<file path="config.mk">
export PLATFORM = sky130hd
export DESIGN_NAME = cp0_unit_flat
export DESIGN_NICKNAME = d
export VERILOG_FILES = /design/src/rtl/cp0_pkg.sv /design/src/rtl/cp0_unit_if.sv /design/src/rtl/cp0_timer.sv /design/src/rtl/cp0_unit.sv /design/src/flat_wrapper.sv
export SDC_FILE = /design/constraint.sdc
export NUM_CORES = 1
export LEC_CHECK = 0
export ABC_AREA = 1
export CORE_ASPECT_RATIO = 1.1
export CORE_MARGIN = 2
export CORE_UTILIZATION = 48
export CTS_CLUSTER_DIAMETER = 30
export CTS_CLUSTER_SIZE = 25
export DETAILED_ROUTE_END_ITERATION = 10
export PLACE_DENSITY = 0.87
export RECOVER_POWER = 25
export SYNTH_ARGS = -nofsm -noshare
export SYNTH_HDL_FRONTEND = slang
export SYNTH_SLANG_ARGS = --single-unit
</file>
<file path="constraint.sdc">
create_clock -name clk -period 3.5 [get_ports clk]
set_clock_uncertainty 0.2 [all_clocks]
set_input_delay 0.7 -clock clk [delete_from_list [all_inputs] [get_ports clk]]
set_output_delay 0.7 -clock clk [all_outputs]
set_load 0.01 [all_outputs]
</file>
<file path="src/rtl/cp0_pkg.sv">
// rtl/cp0_pkg.sv - CP0 register numbers, exception codes and bit positions
package cp0_pkg;

  typedef enum logic [4:0] {
    CP0_REG_COUNT   = 5'd9,
    CP0_REG_COMPARE = 5'd11,
    CP0_REG_SR      = 5'd12,
    CP0_REG_CAUSE   = 5'd13,
    CP0_REG_EPC     = 5'd14,
    CP0_REG_PRID    = 5'd15
  } cp0_reg_e;

  localparam logic [4:0] CP0_EXC_INT  = 5'd0;
  localparam logic [4:0] CP0_EXC_ADEL = 5'd4;
  localparam logic [4:0] CP0_EXC_ADES = 5'd5;
  localparam logic [4:0] CP0_EXC_RI   = 5'd10;
  localparam logic [4:0] CP0_EXC_OV   = 5'd12;

  localparam int CP0_BIT_IE  = 0;
  localparam int CP0_BIT_EXL = 1;
  localparam int CP0_BIT_BD  = 31;

  // A delay-slot victim restarts at its branch, one word earlier.
  function automatic logic [31:0] cp0_epc_calc(input logic [31:0] pc, input logic bd);
    return (bd ? (pc - 32'd4) : pc) & 32'hFFFF_FFFC;
  endfunction

endpackage

</file>
<file path="src/rtl/cp0_unit_if.sv">
// rtl/cp0_unit_if.sv - pipeline <-> CP0 signal bundle (master = pipeline, slave = CP0)
interface cp0_unit_if #(
  parameter int NUM_HWINT = 6
);
  logic [4:0]           rd_addr;
  logic [4:0]           wr_addr;
  logic                 wr_en;
  logic [31:0]          wr_data;
  logic [31:0]          pc_m;
  logic                 bd_m;
  logic [4:0]           exc_code_m;
  logic                 eret_m;
  logic [NUM_HWINT-1:0] hw_int;
  logic [31:0]          rd_data;
  logic                 req;
  logic [31:0]          epc;
  logic                 exl;
  logic                 timer_irq;

  modport master (
    output rd_addr, wr_addr, wr_en, wr_data, pc_m, bd_m, exc_code_m, eret_m, hw_int,
    input  rd_data, req, epc, exl, timer_irq
  );

  modport slave (
    input  rd_addr, wr_addr, wr_en, wr_data, pc_m, bd_m, exc_code_m, eret_m, hw_int,
    output rd_data, req, epc, exl, timer_irq
  );
endinterface

</file>
<file path="src/rtl/cp0_timer.sv">
// rtl/cp0_timer.sv - Count/Compare timer; irq is sticky until Compare is rewritten
module cp0_timer
  import cp0_pkg::*;
(
  input  logic        clk,
  input  logic        reset,
  input  logic        wr_en_i,
  input  logic [4:0]  wr_addr_i,
  input  logic [31:0] wr_data_i,
  output logic [31:0] count_o,
  output logic [31:0] compare_o,
  output logic        irq_o
);

  logic [31:0] count_q, count_d;
  logic [31:0] compare_q, compare_d;
  logic        irq_q, irq_d;

  always_comb begin
    count_d   = count_q + 32'd1;
    compare_d = compare_q;
    irq_d     = irq_q | (count_d == compare_q);
    // A Count load replaces this cycle's increment and its match check.
    if (wr_en_i && (wr_addr_i == CP0_REG_COUNT)) begin
      count_d = wr_data_i;
      irq_d   = irq_q;
    end
    if (wr_en_i && (wr_addr_i == CP0_REG_COMPARE)) begin
      compare_d = wr_data_i;
      irq_d     = 1'b0;
    end
  end

  always_ff @(posedge clk) begin
    if (reset) begin
      count_q   <= '0;
      compare_q <= '0;
      irq_q     <= 1'b0;
    end else begin
      count_q   <= count_d;
      compare_q <= compare_d;
      irq_q     <= irq_d;
    end
  end

  assign count_o   = count_q;
  assign compare_o = compare_q;
  assign irq_o     = irq_q;

endmodule

</file>
<file path="src/rtl/cp0_unit.sv">
// rtl/cp0_unit.sv - CP0 registers and M-stage exception/interrupt arbitration
// Optional Count/Compare timer is built when CP0_TIMER_EN is defined.
module cp0_unit
  import cp0_pkg::*;
#(
  parameter int          NUM_HWINT = 6,
  parameter logic [31:0] PRID      = 32'h0000_2019
) (
  input  logic     clk,
  input  logic     reset,
  cp0_unit_if.slave bus
);

  localparam int IP_LSB = 16 - NUM_HWINT;

  logic                 ie_q, ie_d;
  logic                 exl_q, exl_d;
  logic                 bd_q, bd_d;
  logic [4:0]           exc_q, exc_d;
  logic [31:0]          epc_q, epc_d;
  logic [NUM_HWINT-1:0] im_q, im_d;
  logic [NUM_HWINT-1:0] ip_q, ip_d;
  logic [NUM_HWINT-1:0] timer_line;

  logic [31:0] count;
  logic [31:0] compare;
  logic        timer_irq;

  logic int_req, exc_req, req, wr_ok;
  logic [31:0] sr_val, cause_val, rd_data;

  always_comb begin
    int_req = ie_q & ~exl_q & (|(im_q & ip_q));
    exc_req = (bus.exc_code_m != 5'd0) & ~exl_q;
    req     = (int_req | exc_req) & ~reset;
    // A write colliding with a taken request is dropped so the handler entry wins.
    wr_ok   = bus.wr_en & ~req;
  end

  always_comb begin
    timer_line              = '0;
    timer_line[NUM_HWINT-1] = timer_irq;
    ip_d                    = bus.hw_int | timer_line;
  end

  always_comb begin
    ie_d  = ie_q;
    exl_d = exl_q;
    im_d  = im_q;
    bd_d  = bd_q;
    exc_d = exc_q;
    epc_d = epc_q;
    if (wr_ok && (bus.wr_addr == CP0_REG_SR)) begin
      im_d  = bus.wr_data[IP_LSB +: NUM_HWINT];
      exl_d = bus.wr_data[CP0_BIT_EXL];
      ie_d  = bus.wr_data[CP0_BIT_IE];
    end
    if (wr_ok && (bus.wr_addr == CP0_REG_EPC)) begin
      epc_d = bus.wr_data;
    end
    if (req) begin
      exl_d = 1'b1;
      exc_d = int_req ? CP0_EXC_INT : bus.exc_code_m;
      bd_d  = bus.bd_m;
      epc_d = cp0_epc_calc(bus.pc_m, bus.bd_m);
    end else if (bus.eret_m) begin
      exl_d = 1'b0;
    end
  end

  always_ff @(posedge clk) begin
    if (reset) begin
      ie_q  <= 1'b0;
      exl_q <= 1'b0;
      im_q  <= '0;
      ip_q  <= '0;
      bd_q  <= 1'b0;
      exc_q <= '0;
      epc_q <= '0;
    end else begin
      ie_q  <= ie_d;
      exl_q <= exl_d;
      im_q  <= im_d;
      ip_q  <= ip_d;
      bd_q  <= bd_d;
      exc_q <= exc_d;
      epc_q <= epc_d;
    end
  end

`ifdef CP0_TIMER_EN
  cp0_timer u_timer (
    .clk       (clk),
    .reset     (reset),
    .wr_en_i   (wr_ok),
    .wr_addr_i (bus.wr_addr),
    .wr_data_i (bus.wr_data),
    .count_o   (count),
    .compare_o (compare),
    .irq_o     (timer_irq)
  );
`else
  assign count     = '0;
  assign compare   = '0;
  assign timer_irq = 1'b0;
`endif

  always_comb begin
    sr_val                          = '0;
    sr_val[IP_LSB +: NUM_HWINT]     = im_q;
    sr_val[CP0_BIT_EXL]             = exl_q;
    sr_val[CP0_BIT_IE]              = ie_q;
    cause_val                       = '0;
    cause_val[IP_LSB +: NUM_HWINT]  = ip_q;
    cause_val[CP0_BIT_BD]           = bd_q;
    cause_val[6:2]                  = exc_q;
  end

  always_comb begin
    rd_data = '0;
    case (bus.rd_addr)
      CP0_REG_SR:      rd_data = sr_val;
      CP0_REG_CAUSE:   rd_data = cause_val;
      CP0_REG_EPC:     rd_data = epc_q;
      CP0_REG_PRID:    rd_data = PRID;
      CP0_REG_COUNT:   rd_data = count;
      CP0_REG_COMPARE: rd_data = compare;
      default:         rd_data = '0;
    endcase
  end

  assign bus.rd_data   = rd_data;
  assign bus.req       = req;
  assign bus.epc       = epc_q;
  assign bus.exl       = exl_q;
  assign bus.timer_irq = timer_irq;

endmodule

</file>
<file path="src/flat_wrapper.sv">
// flat-port wrapper written by rule: the top's interface ports become plain ports
module cp0_unit_flat import cp0_pkg::*;
#(
  parameter int          NUM_HWINT = 6,
  parameter logic [31:0] PRID      = 32'h0000_2019
)
  (clk, reset, bus_rd_addr, bus_wr_addr, bus_wr_en, bus_wr_data, bus_pc_m, bus_bd_m, bus_exc_code_m, bus_eret_m, bus_hw_int, bus_rd_data, bus_req, bus_epc, bus_exl, bus_timer_irq);
  cp0_unit_if #(.NUM_HWINT(NUM_HWINT)) bus_i ();
  input  logic clk;
  input  logic reset;
  input wire logic [$bits(bus_i.rd_addr)-1:0] bus_rd_addr;
  input wire logic [$bits(bus_i.wr_addr)-1:0] bus_wr_addr;
  input wire logic [$bits(bus_i.wr_en)-1:0] bus_wr_en;
  input wire logic [$bits(bus_i.wr_data)-1:0] bus_wr_data;
  input wire logic [$bits(bus_i.pc_m)-1:0] bus_pc_m;
  input wire logic [$bits(bus_i.bd_m)-1:0] bus_bd_m;
  input wire logic [$bits(bus_i.exc_code_m)-1:0] bus_exc_code_m;
  input wire logic [$bits(bus_i.eret_m)-1:0] bus_eret_m;
  input wire logic [$bits(bus_i.hw_int)-1:0] bus_hw_int;
  output wire logic [$bits(bus_i.rd_data)-1:0] bus_rd_data;
  output wire logic [$bits(bus_i.req)-1:0] bus_req;
  output wire logic [$bits(bus_i.epc)-1:0] bus_epc;
  output wire logic [$bits(bus_i.exl)-1:0] bus_exl;
  output wire logic [$bits(bus_i.timer_irq)-1:0] bus_timer_irq;
  assign bus_i.rd_addr = bus_rd_addr;
  assign bus_i.wr_addr = bus_wr_addr;
  assign bus_i.wr_en = bus_wr_en;
  assign bus_i.wr_data = bus_wr_data;
  assign bus_i.pc_m = bus_pc_m;
  assign bus_i.bd_m = bus_bd_m;
  assign bus_i.exc_code_m = bus_exc_code_m;
  assign bus_i.eret_m = bus_eret_m;
  assign bus_i.hw_int = bus_hw_int;
  assign bus_rd_data = bus_i.rd_data;
  assign bus_req = bus_i.req;
  assign bus_epc = bus_i.epc;
  assign bus_exl = bus_i.exl;
  assign bus_timer_irq = bus_i.timer_irq;
  cp0_unit #(.NUM_HWINT(NUM_HWINT), .PRID(PRID)) u_core (.clk(clk), .reset(reset), .bus(bus_i));
endmodule
</file>
Yosys cells after proc, flatten, opt, wreduce, memory -nomap -nowiden
Cells that the tools add are included.
{"block": "totals", "ff_bits": 52, "inputBits": 90, "output_inout_bits": 67, "wordCells": 40}
{"block": "classes", "add_sub_neg": 1, "n_eq_ne": 6, "n_mux": 8, "n_bitwise": 10, "n_reduce_logical": 7}
{"op": "case mux 32 bit (4 select lines)", "n": 1}
{"op": "2-to-1 mux 32 bit", "n": 3}
{"op": "subtractor 32 x 3 -> 32 bit (second input constant)", "n": 1}
{"op": "equality test 5 x 4 -> 1 bit (second input constant)", "n": 6}
{"op": "AND 6 bit", "n": 1}
{"op": "OR reduction 6 bit", "n": 1}
{"op": "AND 1 bit", "n": 5}
{"op": "2-to-1 mux 5 bit", "n": 1}
{"op": "nonzero test 5 bit", "n": 1}
{"op": "2-to-1 mux 1 bit", "n": 3}
{"op": "NOT 1 bit", "n": 3}
{"op": "nonzero test 3 bit", "n": 1}
{"op": "logical AND 1 bit", "n": 2}
{"op": "nonzero test 2 bit", "n": 1}
{"op": "OR reduction 2 bit", "n": 1}
{"op": "bitwise OR 1 bit", "n": 1}

Longest topological paths before layout
{"block": "depth", "ltp_word": 11, "depth_mapped": 13, "ltp_nobuf": 12}

Worst setup path before layout
Ideal clock, no wire load.
{"block": "synth_timing", "path_type": "input to output", "start": "in bus_rd_addr[3]", "end": "out bus_rd_data[18]", "arrival_ns": 1.548, "required_time_ns": 2.600, "setup_slack_ns": 1.052, "path_stages": 6, "path_buffers": 2, "path_cell_list": "nand2_1 -> nor2_1 -> nand2_1 -> clkbuf_1 -> buf_1 -> nor2_1"}
{"block": "synth_between", "elab_chain_len": 2, "word_cells_on_any_way": 5, "classes_between": "4 x eq/ne; 1 x mux"}
{"item": "start: declaration", "line": "flat_wrapper.sv:11", "source": "input wire logic [$bits(bus_i.rd_addr)-1:0] bus_rd_addr;"}
{"item": "equality test 5 x 4 -> 1 bit", "line": "cp0_unit.sv:121", "source": "case (bus.rd_addr)"}
{"item": "case mux 32 bit (4 select lines) (*)", "line": "cp0_unit.sv:121"}
{"item": "end: declaration", "line": "flat_wrapper.sv:20", "source": "output wire logic [$bits(bus_i.rd_data)-1:0] bus_rd_data;"}
Mark *: on every way between the ends. The rest lies on a longest branch, timed or not.

Worst setup path after layout
{"block": "layout_timing", "start": "in bus_rd_addr[1]", "end": "out bus_rd_data[4]"}
The elaborated chain is that of the path after synthesis.

==> results.toml <==
[die]
initial_core_util_pct = 49.6
fp.dieW_um = 90.5
die_area_um2 = 8970
ios = 157
fp.dieH_um = 99.1
row_count = 34
core_um2 = 7960

[hold_path]
worstHoldStart = "u_core.exc_q[0]$_SDFFE_PP0P_"
hold_class = "flop to flop"
hold-path-endpoint = "u_core.exc_q[0]$_SDFFE_PP0P_"
hold_depth = 2

[setup_path]
crit_path_start_kind = "input port"
reg2regPathDepth = 12
crit_type = "input port to output port"
worstPathRequired_ns = 2.60
worst-endpoint-arrival_ns = 2.40
path_max_fanout = 7
crit_slowest_cell = "clkdlybuf4s50_1"
r2r_end = "u_core.bus.epc[12]$_SDFFE_PP0P_"
r2r-start = "u_core.ip_q[4]$_SDFF_PP0_"
rrSetupSlack_ns = 1.45
crit_chain = "clkdlybuf4s50_1, inv_1, nor2_1, nand2_1, inv_1, buf_4, nand2_1, o211ai_1, clkdlybuf4s50_1"
critPathMaxStageDelay_ns = 0.57
end_kind = "output port"

[sta]
max_clock_freq_ghz = 0.303
finalHoldViolCount = 0
layout_min_cycle_time_ns = 3.30
finalCritPeriodShare_pct = 94.2
rsz0062_at_grt = "false"
slew_viol_final = 0
whs_ns = 0.291
finalSetupTns_ns = 0
finalSetupViolations = 0
worst_pin_slew_ns = 1.28
relSlewSlack_pct = 14.9

[synthesis]
async_reset_ff_share_pct = 0
ys_top_cells_by_area = "dfxtp_1 26%, nand2_1 14%, inv_1 11%"
synth-seq-cells = 52
synth_nets = 730
yosysWarnings = 0
avgSynthCellArea_um2 = 6.18
syn_area_um2 = 3950
ys_seq_area_share_pct = 26.4
yosys.area.top_type = "dfxtp_1"
ys.flop_type = "dfxtp_1"
ys_types = 37
synth_edf_count = 0
netlist.area_leader.share_pct = 26.4
synthCells = 639

[cells_and_area]
layout-drive-gt1-share_pct = 6.68
fill_cells = 683
fin_nets = 869
antennaDiodeCount = 0
areaGrowthSynthToFinish_pct = 42.0

[clock_network]
postCtsHoldBufs = 0
clkTransAtPathRegs_ns = 0.10
clk_path_buf_depth = 2
clkLatencyLatePin_ns = 0.31
numCtsBuffers = 5
cts_tree = "done"
cts_sinks = 52
cts_setup_buffers = 0
ctsResizeCount = 0
cts_root_buf = "clkbuf_8"
cts-htree-levels = 2

[global_route]
grt_overflow = 0
antenna_found_initial = 0
grt_pass1_wl_um = 21100
grt_pass1_vias = 4451
grt_use_total_pct = 28.3
grt_max_degree = 39

[drt]
drc = 0
vias = 4629
vias_per_cell = 5.22
drt_iter0_markers = 243
firstDrtPassIters = 5
final_antenna_net_count = 0
wire_per_inst_um = 14.3
wl_um = 12700

[power]
vdd_ir_drop_max_mv = 0.133
power.share.clock_pct = 25.4
p_sw_share_pct = 31.5
power_switching_uw = 445
p_comb_share_pct = 28.4
seqPwrFrac_pct = 46.2
p_int_uw = 966
powerDensity_nw_per_um2 = 252
p_leak_nw = 2.61

[place]
gp_congestion = 0.913
hpwl_um = 9970
io_buffers = 153

[run_status]
status = "finished, final reports clean"

[flow_run]
drv_cap = 0
[registers in the layout, summed over array words and instances, names as in the netlist]
register	flops
u_core.bus.epc	32
u_core.im_q	6
u_core.ip_q	6
u_core.exc_q	5
u_core.bd_q	1
u_core.bus.exl	1
u_core.ie_q	1
[stage by stage]
| stage | area, um2 | power (mW) | worst slack [ns] | utilization, % | std cells |
|---|---|---|---|---|---|
| floorplan | 3950 | 0.868 | 1.05 | - | 639 |
| global placement | 5520 | 1.06 | 0.237 | 69.4 | 879 |
| detailed placement | 5520 | 1.07 | 0.203 | 69.4 | 879 |
| finish | 5610 | 1.41 | 0.205 | 70.5 | 887 |
| CTS | 5610 | 1.42 | 0.197 | 70.5 | 887 |
| global route | 5610 | 1.48 | 0.0407 | 70.5 | 887 |
[layout by cell type, fill, tap and decap left out, drive strengths merged]
| cell type | n |
|---|---|
| clkinv | 1 |
| clkinvlp | 1 |
| a21oi | 4 |
| ha | 1 |
| nand4 | 48 |
| conb | 1 |
| o21ai | 17 |
| nand3b | 2 |
| xnor2 | 2 |
| o22ai | 2 |
| dfxtp | 52 |
| nor2 | 97 |
| o2111ai | 1 |
| o211ai | 37 |
| clkdlybuf4s50 | 129 |
| o41ai | 1 |
| or2 | 3 |
| nand3 | 67 |
| nand2 | 148 |
| dlygate4sd3 | 24 |
| nor3 | 1 |
| clkbuf | 7 |
| xor2 | 4 |
| o21bai | 2 |
| inv | 115 |
| buf | 11 |
| nor2b | 1 |
[routing by layer]
layer	wire, um	vias up	GRT usage, %	share of wire (%)
met5	0	-	0	0
met4	229	0	8.40	1.8
met3	770	24	5.68	6.1
met2	6250	170	50.8	49
met1	5420	2094	34.2	43
li1	-	2341	-	-
[power by group through the flow]
stage                     Sequential [mW]  Combinational (mW)  Clock [mW]
after floorplan                     0.671               0.197           0
after global placement              0.664               0.396           0
after detailed placement            0.665               0.405           0
after CTS                           0.652               0.407       0.361
after global routing                0.656               0.440       0.385
final                               0.651               0.401       0.358
[how the worst max path moves through the flow]
stage	from	to	slack, ns	depth (start not counted)
floorplan	bus_rd_addr[3]	bus_rd_data[18]	1.05	6
global placement	bus_rd_addr[1]	bus_rd_data[4]	0.24	9
detailed placement	bus_rd_addr[1]	bus_rd_data[4]	0.20	9
CTS	bus_rd_addr[1]	bus_rd_data[4]	0.20	9
global route	bus_rd_addr[1]	bus_rd_data[11]	0.04	9
finish	bus_rd_addr[1]	bus_rd_data[4]	0.20	9
[logic make-up after synthesis]
family          count (synthesis)  share of synthesized area, %
simple gates                  367                          42.3
buf+inv                       148                          16.2
compound gates                 64                          13.4
flops                          52                          26.4
xor+xnor                        6                          1.33
fa+ha+maj                       1                         0.317
other cells                     1                        0.0950
[cell type report]
cell class / instances / area (um2) / area share, %
multi-input cells: 439 / 2270 / 40.4
repair buffers: 165 / 1640 / 29.3
flip-flops and latches: 52 / 1040 / 18.6
inverters: 115 / 432 / 7.70
well taps: 108 / 135 / 2.41
clock buffers: 6 / 72.6 / 1.29
clock inverters: 2 / 16.3 / 0.290
[cell usage after synthesis, types with 2 or more instances]
library cell and instances:
nor2_1 90, buf_12 3, o22ai_1 2, xor2_1 4
o211ai_1 21, buf_2 16, clkbuf_1 11, dfxtp_1 52
nand2_1 143, nand2_2 2, a21oi_1 3, or2_2 2
o21bai_1 2, xnor2_1 2, nand3_1 67, nor2_2 6
nand4_1 48, o21ai_0 14, inv_1 115, nand2_4 3
o21ai_1 2, o211ai_2 16
[worst max-delay path, delay by kind of cell]
family          cells  cell delay, ns
compound gates      1            0.08
buf+inv             5            1.32
simple gates        3            0.30
Note: power is estimated with default switching activity, not from simulation.
